<file path="src/rtl/me_pkg.sv">
// rtl/me_pkg.sv - Shared types and constants for the PIN-entry access controller.
package me_pkg;

    typedef enum logic [1:0] {
        IDLE     = 2'd0,
        CAPTURA  = 2'd1,
        ACEPTADO = 2'd2,
        DENEGADO = 2'd3
    } state_t;

    localparam logic [15:0] DEFAULT_PIN = 16'h6969;
    localparam int          NUM_DIGITS  = 4;
    localparam logic [1:0]  LAST_DIGIT  = 2'(NUM_DIGITS - 1);

    // Digit 0 is the most-significant nibble, i.e. the first one keyed in.
    function automatic logic [3:0] pin_nibble(input logic [15:0] pin, input logic [1:0] idx);
        case (idx)
            2'd0:    return pin[15:12];
            2'd1:    return pin[11:8];
            2'd2:    return pin[7:4];
            default: return pin[3:0];
        endcase
    endfunction

endpackage

</file>
<file path="src/rtl/me_stb_edge.sv">
// rtl/me_stb_edge.sv - Rising-edge detector for the keypad digit strobe.
module me_stb_edge (
    input  logic clk,
    input  logic rst_n,
    input  logic stb,
    output logic stb_ev
);

    logic stb_q;

    always_ff @(posedge clk or negedge rst_n) begin
        if (!rst_n) begin
            stb_q <= 1'b0;
        end else begin
            stb_q <= stb;
        end
    end

    // A strobe held high over several cycles yields a single event.
    assign stb_ev = stb & ~stb_q;

endmodule

</file>
<file path="src/rtl/me.sv">
// rtl/me.sv - PIN-entry access controller: four-digit capture and accept/deny verdict.
module me
    import me_pkg::*;
#(
    parameter logic [15:0] PIN = DEFAULT_PIN
) (
    input  logic       CLK,
    input  logic       RESET,
    input  logic       DIGITO_STB,
    input  logic       SOLICITUD_ACCESO,
    input  logic [3:0] DIGITO,
    output logic       ACCESO_ACEPTADO,
    output logic       ACCESO_DENEGADO
);

    state_t     state, state_n;
    logic [1:0] count, count_n;
    logic       mismatch, mismatch_n;
    logic       stb_ev;
    logic       miss_acc;

    me_stb_edge u_stb_edge (
        .clk    (CLK),
        .rst_n  (RESET),
        .stb    (DIGITO_STB),
        .stb_ev (stb_ev)
    );

    // Values 10..15 never equal a BCD nibble, so they fall out as mismatches.
    assign miss_acc = mismatch | (DIGITO != pin_nibble(PIN, count));

    always_ff @(posedge CLK or negedge RESET) begin
        if (!RESET) begin
            state    <= IDLE;
            count    <= 2'd0;
            mismatch <= 1'b0;
        end else begin
            state    <= state_n;
            count    <= count_n;
            mismatch <= mismatch_n;
        end
    end

    always_comb begin
        state_n    = state;
        count_n    = count;
        mismatch_n = mismatch;
        if (SOLICITUD_ACCESO) begin
            // A request restarts entry; a coincident strobe is already digit 1.
            state_n = CAPTURA;
            if (stb_ev) begin
                count_n    = 2'd1;
                mismatch_n = (DIGITO != PIN[15:12]);
            end else begin
                count_n    = 2'd0;
                mismatch_n = 1'b0;
            end
        end else if (state == CAPTURA && stb_ev) begin
            if (count == LAST_DIGIT) begin
                state_n    = miss_acc ? DENEGADO : ACEPTADO;
                count_n    = 2'd0;
                mismatch_n = 1'b0;
            end else begin
                count_n    = count + 2'd1;
                mismatch_n = miss_acc;
            end
        end
    end

    assign ACCESO_ACEPTADO = (state == ACEPTADO);
    assign ACCESO_DENEGADO = (state == DENEGADO);

endmodule

</file>
<file path="config.mk">
export PLATFORM = sky130hd
export DESIGN_NAME = me
export DESIGN_NICKNAME = d
export VERILOG_FILES = /design/src/rtl/me_pkg.sv /design/src/rtl/me_stb_edge.sv /design/src/rtl/me.sv
export SDC_FILE = /design/constraint.sdc
export NUM_CORES = 1
export LEC_CHECK = 0
export ABC_AREA = 1
export CORE_AREA = 2 2 39 41
export DETAILED_ROUTE_END_ITERATION = 8
export DIE_AREA = 0 0 41 43
export PLACE_DENSITY = 0.51
export SETUP_SLACK_MARGIN = 0.1
export SYNTH_ARGS = -nofsm -noshare
export SYNTH_HDL_FRONTEND = slang
export SYNTH_SLANG_ARGS = --single-unit
</file>
<file path="constraint.sdc">
create_clock -name CLK -period 1.9 [get_ports CLK]
set_clock_uncertainty 0.2 [all_clocks]
set_input_delay 0.38 -clock CLK [delete_from_list [all_inputs] [get_ports CLK]]
set_output_delay 0.38 -clock CLK [all_outputs]
set_load 0.01 [all_outputs]
</file>
## Word-level counts from Yosys, hierarchy flattened

Index checks and enable logic that the tools add are counted.

| cells by class | value |
|---|---|
| add/subtract/negate cells | 1 |
| eq/ne operators | 7 |
| mux-type cells | 13 |
| bitwise logic cells | 3 |
| reduce and logical (&&, ||, !) cells | 6 |

Operator list:

| operator | count |
|---|---|
| $mux 2 | 6 |
| $eq 2x2->1 const B | 4 |
| $mux 1 | 6 |
| $mux 4 | 1 |
| $ne 4x3->1 const B | 1 |
| $ne 4x4->1 | 1 |
| $reduce_bool 2->1 | 2 |
| $add 2x1->2 const B | 1 |
| $eq 2x1->1 const B | 1 |
| $logic_not 2->1 | 1 |
| $reduce_and 2->1 | 1 |
| $reduce_or 2->1 | 1 |
| $and 1x1->1 | 1 |
| $logic_and 1x1->1 | 1 |
| $not 1->1 | 1 |
| $or 1x1->1 | 1 |

| storage, ports and cells | value |
|---|---|
| flip-flop bits (word level) | 6 |
| input port bits | 8 |
| output and inout bits | 2 |
| logic and storage cells | 34 |

## Longest topological paths before layout

| depth | value |
|---|---|
| depth after elaboration | 9 |
| mapped depth | 8 |

## By module

Synthesis repeated with hierarchy kept, for this count alone.

| second synthesis, totals | value |
|---|---|
| cell total of the unflattened synthesis | 54 |
| area total of the unflattened synthesis | 390.4 um^2 |

Modules (own cells, without submodules):

| module | times used | cells an instance | area an instance (um^2) |
|---|---|---|---|
| me | 1 | 51 | 355.3 |
| me_stb_edge | 1 | 3 | 35.0 |

## Least setup slack after synthesis

OpenSTA, ideal clock, no wires.

| timing path | value |
|---|---|
| path type | register -> register |
| start point | register count[0] |
| end point | register state[0] |
| arrival | 1074 ps |
| required time | 1581 ps |
| setup slack | 507 ps |
| stages on the path, launching flop included | 9 |
| cell sequence | dfrtp_1 -> inv_1 -> ha_1 -> nor2_1 -> nor2_1 -> nor2_1 -> nand3_1 -> nor2_1 -> nor2_1 |

| between the ends | value |
|---|---|
| word-level cells in the longest chain between the ends | 9 |
| elaborated cells on any way between the ends | 13 |
| those cells by class | eq/ne (3); mux (5); bitwise (1); reduce/logical (4) |

Ends and longest elaborated chain:

| element | RTL line | text |
|---|---|---|
| start: declaration | me.sv:17 | `logic [1:0] count, count_n;` |
| start signal: assignment | me.sv:39 | `count <= count_n;` |
| $eq 2x2->1 / $logic_not 2->1 (equally long branches) | me_pkg.sv:17 | `case (idx)` |
| $reduce_or 2->1 (no line) | - |  |
| $mux 4 | me_pkg.sv:17 |  |
| $ne 4x4->1 | me.sv:30 | `assign miss_acc = mismatch \| (DIGITO != pin_nibble(PIN, count));` |
| $or 1x1->1 | me.sv:30 |  |
| $mux 1 | me.sv:60 | `state_n = miss_acc ? DENEGADO : ACEPTADO;` |
| $mux 2 | me.sv:59 | `if (count == LAST_DIGIT) begin` |
| $mux 2 | me.sv:58 | `end else if (state == CAPTURA && stb_ev) begin` |
| $mux 2 | me.sv:48 | `if (SOLICITUD_ACCESO) begin` |
| end signal: assignment | me.sv:38 | `state <= state_n;` |
| end: declaration | me.sv:16 | `state_t state, state_n;` |

Several ways; a longest one is shown, not always the timed one. The select of a mux whose other input is x is not followed.
A chain may end at the register's enable or synchronous reset.

## Final worst setup path

| timing path | value |
|---|---|
| start point | register state[0] |
| end point | output ACCESO_ACEPTADO |

| between the ends | value |
|---|---|
| word-level cells in the longest chain between the ends | 1 |

Ends and longest elaborated chain:

| element | RTL line | text |
|---|---|---|
| $eq 2x2->1 | me.sv:70 | `assign ACCESO_ACEPTADO = (state == ACEPTADO);` |
| end: declaration | me.sv:12 | `output logic ACCESO_ACEPTADO,` |

No other way between the ends.

==> impl_metrics.tcl <==
set metrics [dict create \
    cellPowerDensity_nw_per_um2 624.2 \
    multi_input_area_um2 200.2 \
    layout-drive-gt1-share_pct 11.59 \
    initial_utilization_pct 28.57 \
    syn_area_per_cell_um2 7.060 \
    drt-total-wl_um 778 \
    cts_tree "yes" \
    tns_ps 0 \
    timing.rr.start "count[0]$_DFFE_PN0P_" \
    num_vias 386 \
    clk_pin_slew_ps 50 \
    die_area_um2 1763 \
    netlist-cell-type-count 12 \
    ant_nets 0 \
    dp_hpwl_um 588.8 \
    fin_crit_ps 1703 \
    p_leak_nw 0.2886 \
    mappedNetlistArea_um2 395.4 \
    ys_ff_latch 6 \
    crit_fanout 3 \
    syn_inst 56 \
    worst_pin_slew_ps 286.1 \
    ys_warn_count 0 \
    crit_path_cell_trace "buf_4, nor2_1, dlygate4sd2_1" \
    insertion_delay_ps 240 \
    numPortBuffers 9 \
    fillers 152 \
    avgRoutedWirePerCell_um 9.153 \
    grt_pass1_wl_um 1297 \
    rrSetupSlack_ps 350 \
    post-route-drc-count 0 \
    grt_overflow 0 \
    seq_area_um2 150.1 \
    place_congestion 0.7440 \
    cp.required_ps 1320 \
    cts_hold_buf 0 \
    critPathKind "reg2out" \
    instances_no_fill 85 \
    critPathLaunchType "flip-flop" \
    crit_path_max_incr_delay_ps 380 \
    grt_antenna_before_repair 0 \
    clock_path_buffers 2 \
    final.period_utilization_pct 89.62 \
    first_pass_iters 4 \
    dp.cells 81 \
    avgViaCountPerCell 4.541 \
    fp-row-count 14 \
    io_pins 10 \
    reg2regPathDepth 8 \
    holdCritPathClass "in2async" \
    grt_pass1_vias 340 \
    grt_usage_pct 11.30 \
    maxCapViolCount 0 \
    die_y_um 43 \
    finalSetupViolCount 0 \
    numCtsBuffers 3 \
    slew-limit-headroom_pct 80.87 \
    rsz0062_at_grt "false" \
    status "complete, no violations" \
    dieWidth_um 41 \
    fin_nets 82 \
    maxSlewViolCount 0 \
    htreeDepth 1 \
    post-route-util_pct 38.52 \
    drt_iter0_drc 5 \
    fmax_ghz 0.5873 \
    area_delta_synth_final_pct 34.81 \
    yosys.area.top_type "dfrtp_1" \
    antenna_cells 0 \
    timing.rr.end "state[0]$_DFFE_PN0P_" \
    grt_max_degree 8 \
    seq_area_frac_synth_pct 37.97 \
    cp.arrival_ps 1120 \
    timing_hold_violations_final 0 \
    cts_root_buf "clkbuf_4" \
    placeableCoreArea_um2 1384 \
    syn_nets 67 \
    startpoint "state[0]$_DFFE_PN0P_" \
    cts.sinks 6 \
    synth.area.top_cells "dfrtp_1 (38%), inv_1 (10%), nor2_1 (10%), ha_1 (9.5%), nand2_1 (9.5%)" \
    synth_top_area_share_pct 37.97 \
    crit_slowest_cell "dfrtp_1" \
    end_kind "output pin" \
    peakVddDrop_mv 0.2450 \
]
==> metrics by stage <==
step	setup slack (ps)	hold WS (ps)	power, mW	area (µm²)
floorplan	506.5	-115.6	0.1882	395.4
global route	134.6	198.3	0.3667	533.0
global placement	194.1	297.6	0.2185	505.5
detailed placement	185.6	298.0	0.2177	505.5
CTS	203.8	193.8	0.3397	533.0
finish	197.2	181.0	0.3327	533.0
==> cell usage in the layout (no fill, tap or decap), drive strengths merged <==
cell and count:
buf 1, clkbuf 3, nand3 5, ha 3
dlygate4sd2 2, nor2 11, clkdlybuf4s50 7, nand2 12
a21oi 2, inv 12, o21ai 5, dfrtp 6
==> layer usage <==
| metal | global-route usage (%) | wire, µm |
|---|---|---|
| met1 | 14.38 | 369 |
| met4 | 8.000 | 6 |
| met3 | 3.141 | 50 |
| met2 | 15.63 | 351 |
| met5 | 0 | 0 |
==> worst max-delay path by stage <==
stage          slack, ps                    to  depth (start not counted)
2_1_floorplan        510  state[0]$_DFFE_PN0P_                          8
3_3_place_gp         190  state[0]$_DFFE_PN0P_                          6
3_5_place_dp         190  state[0]$_DFFE_PN0P_                          6
4_1_cts              200       ACCESO_ACEPTADO                          3
5_1_grt              130       ACCESO_ACEPTADO                          3
6_report             200       ACCESO_ACEPTADO                          3
==> area by class of cell <==
class                   instances  share of cell area, %
clock buffers                   3                  4.225
flip-flops and latches          6                  28.17
inverters                      12                  8.451
multi-input cells              38                  37.56
well taps                      16                  3.756
repair buffers                 10                  17.84
==> power breakdown <==
part	switching (mW)	internal (mW)	total (mW)
Combinational	0.0363	0.0324	0.0687
Clock	0.0463	0.0715	0.118
Sequential	0.00864	0.138	0.146
==> cells by family after synthesis <==
logic type | after synthesis | synth area share (%)
AO/OA/AOI/OAI | 7 | 11.71
flip-flops | 6 | 37.97
adder cells (fa/ha/maj) | 3 | 9.495
buffers and inverters | 12 | 11.39
AND/OR/NAND/NOR | 28 | 29.43
==> worst max-delay path: cells and delay by family, from the launching register on <==
kind	cells	cell delay, ps
DFF	1	380
and+or+nand+nor	1	80
buffers and inverters	2	410
==> timing repair <==
item	CTS	global route
gates resized for setup	2	0
buffers inserted	1	0
setup endpoints to repair	2	0
==> synthesized netlist by cell type, drive strengths merged <==
cell,n
nand3,5
nor2,11
ha,3
inv,12
o21ai,5
dfrtp,6
nand2,12
a21oi,2
==> registers in the layout (all words and copies together), names as in the netlist <==
| register | count |
|---|---|
| u_stb_edge.stb_q | 1 |
| mismatch | 1 |
| count | 2 |
| state | 2 |
Note: power is estimated with default switching activity, not from simulation.
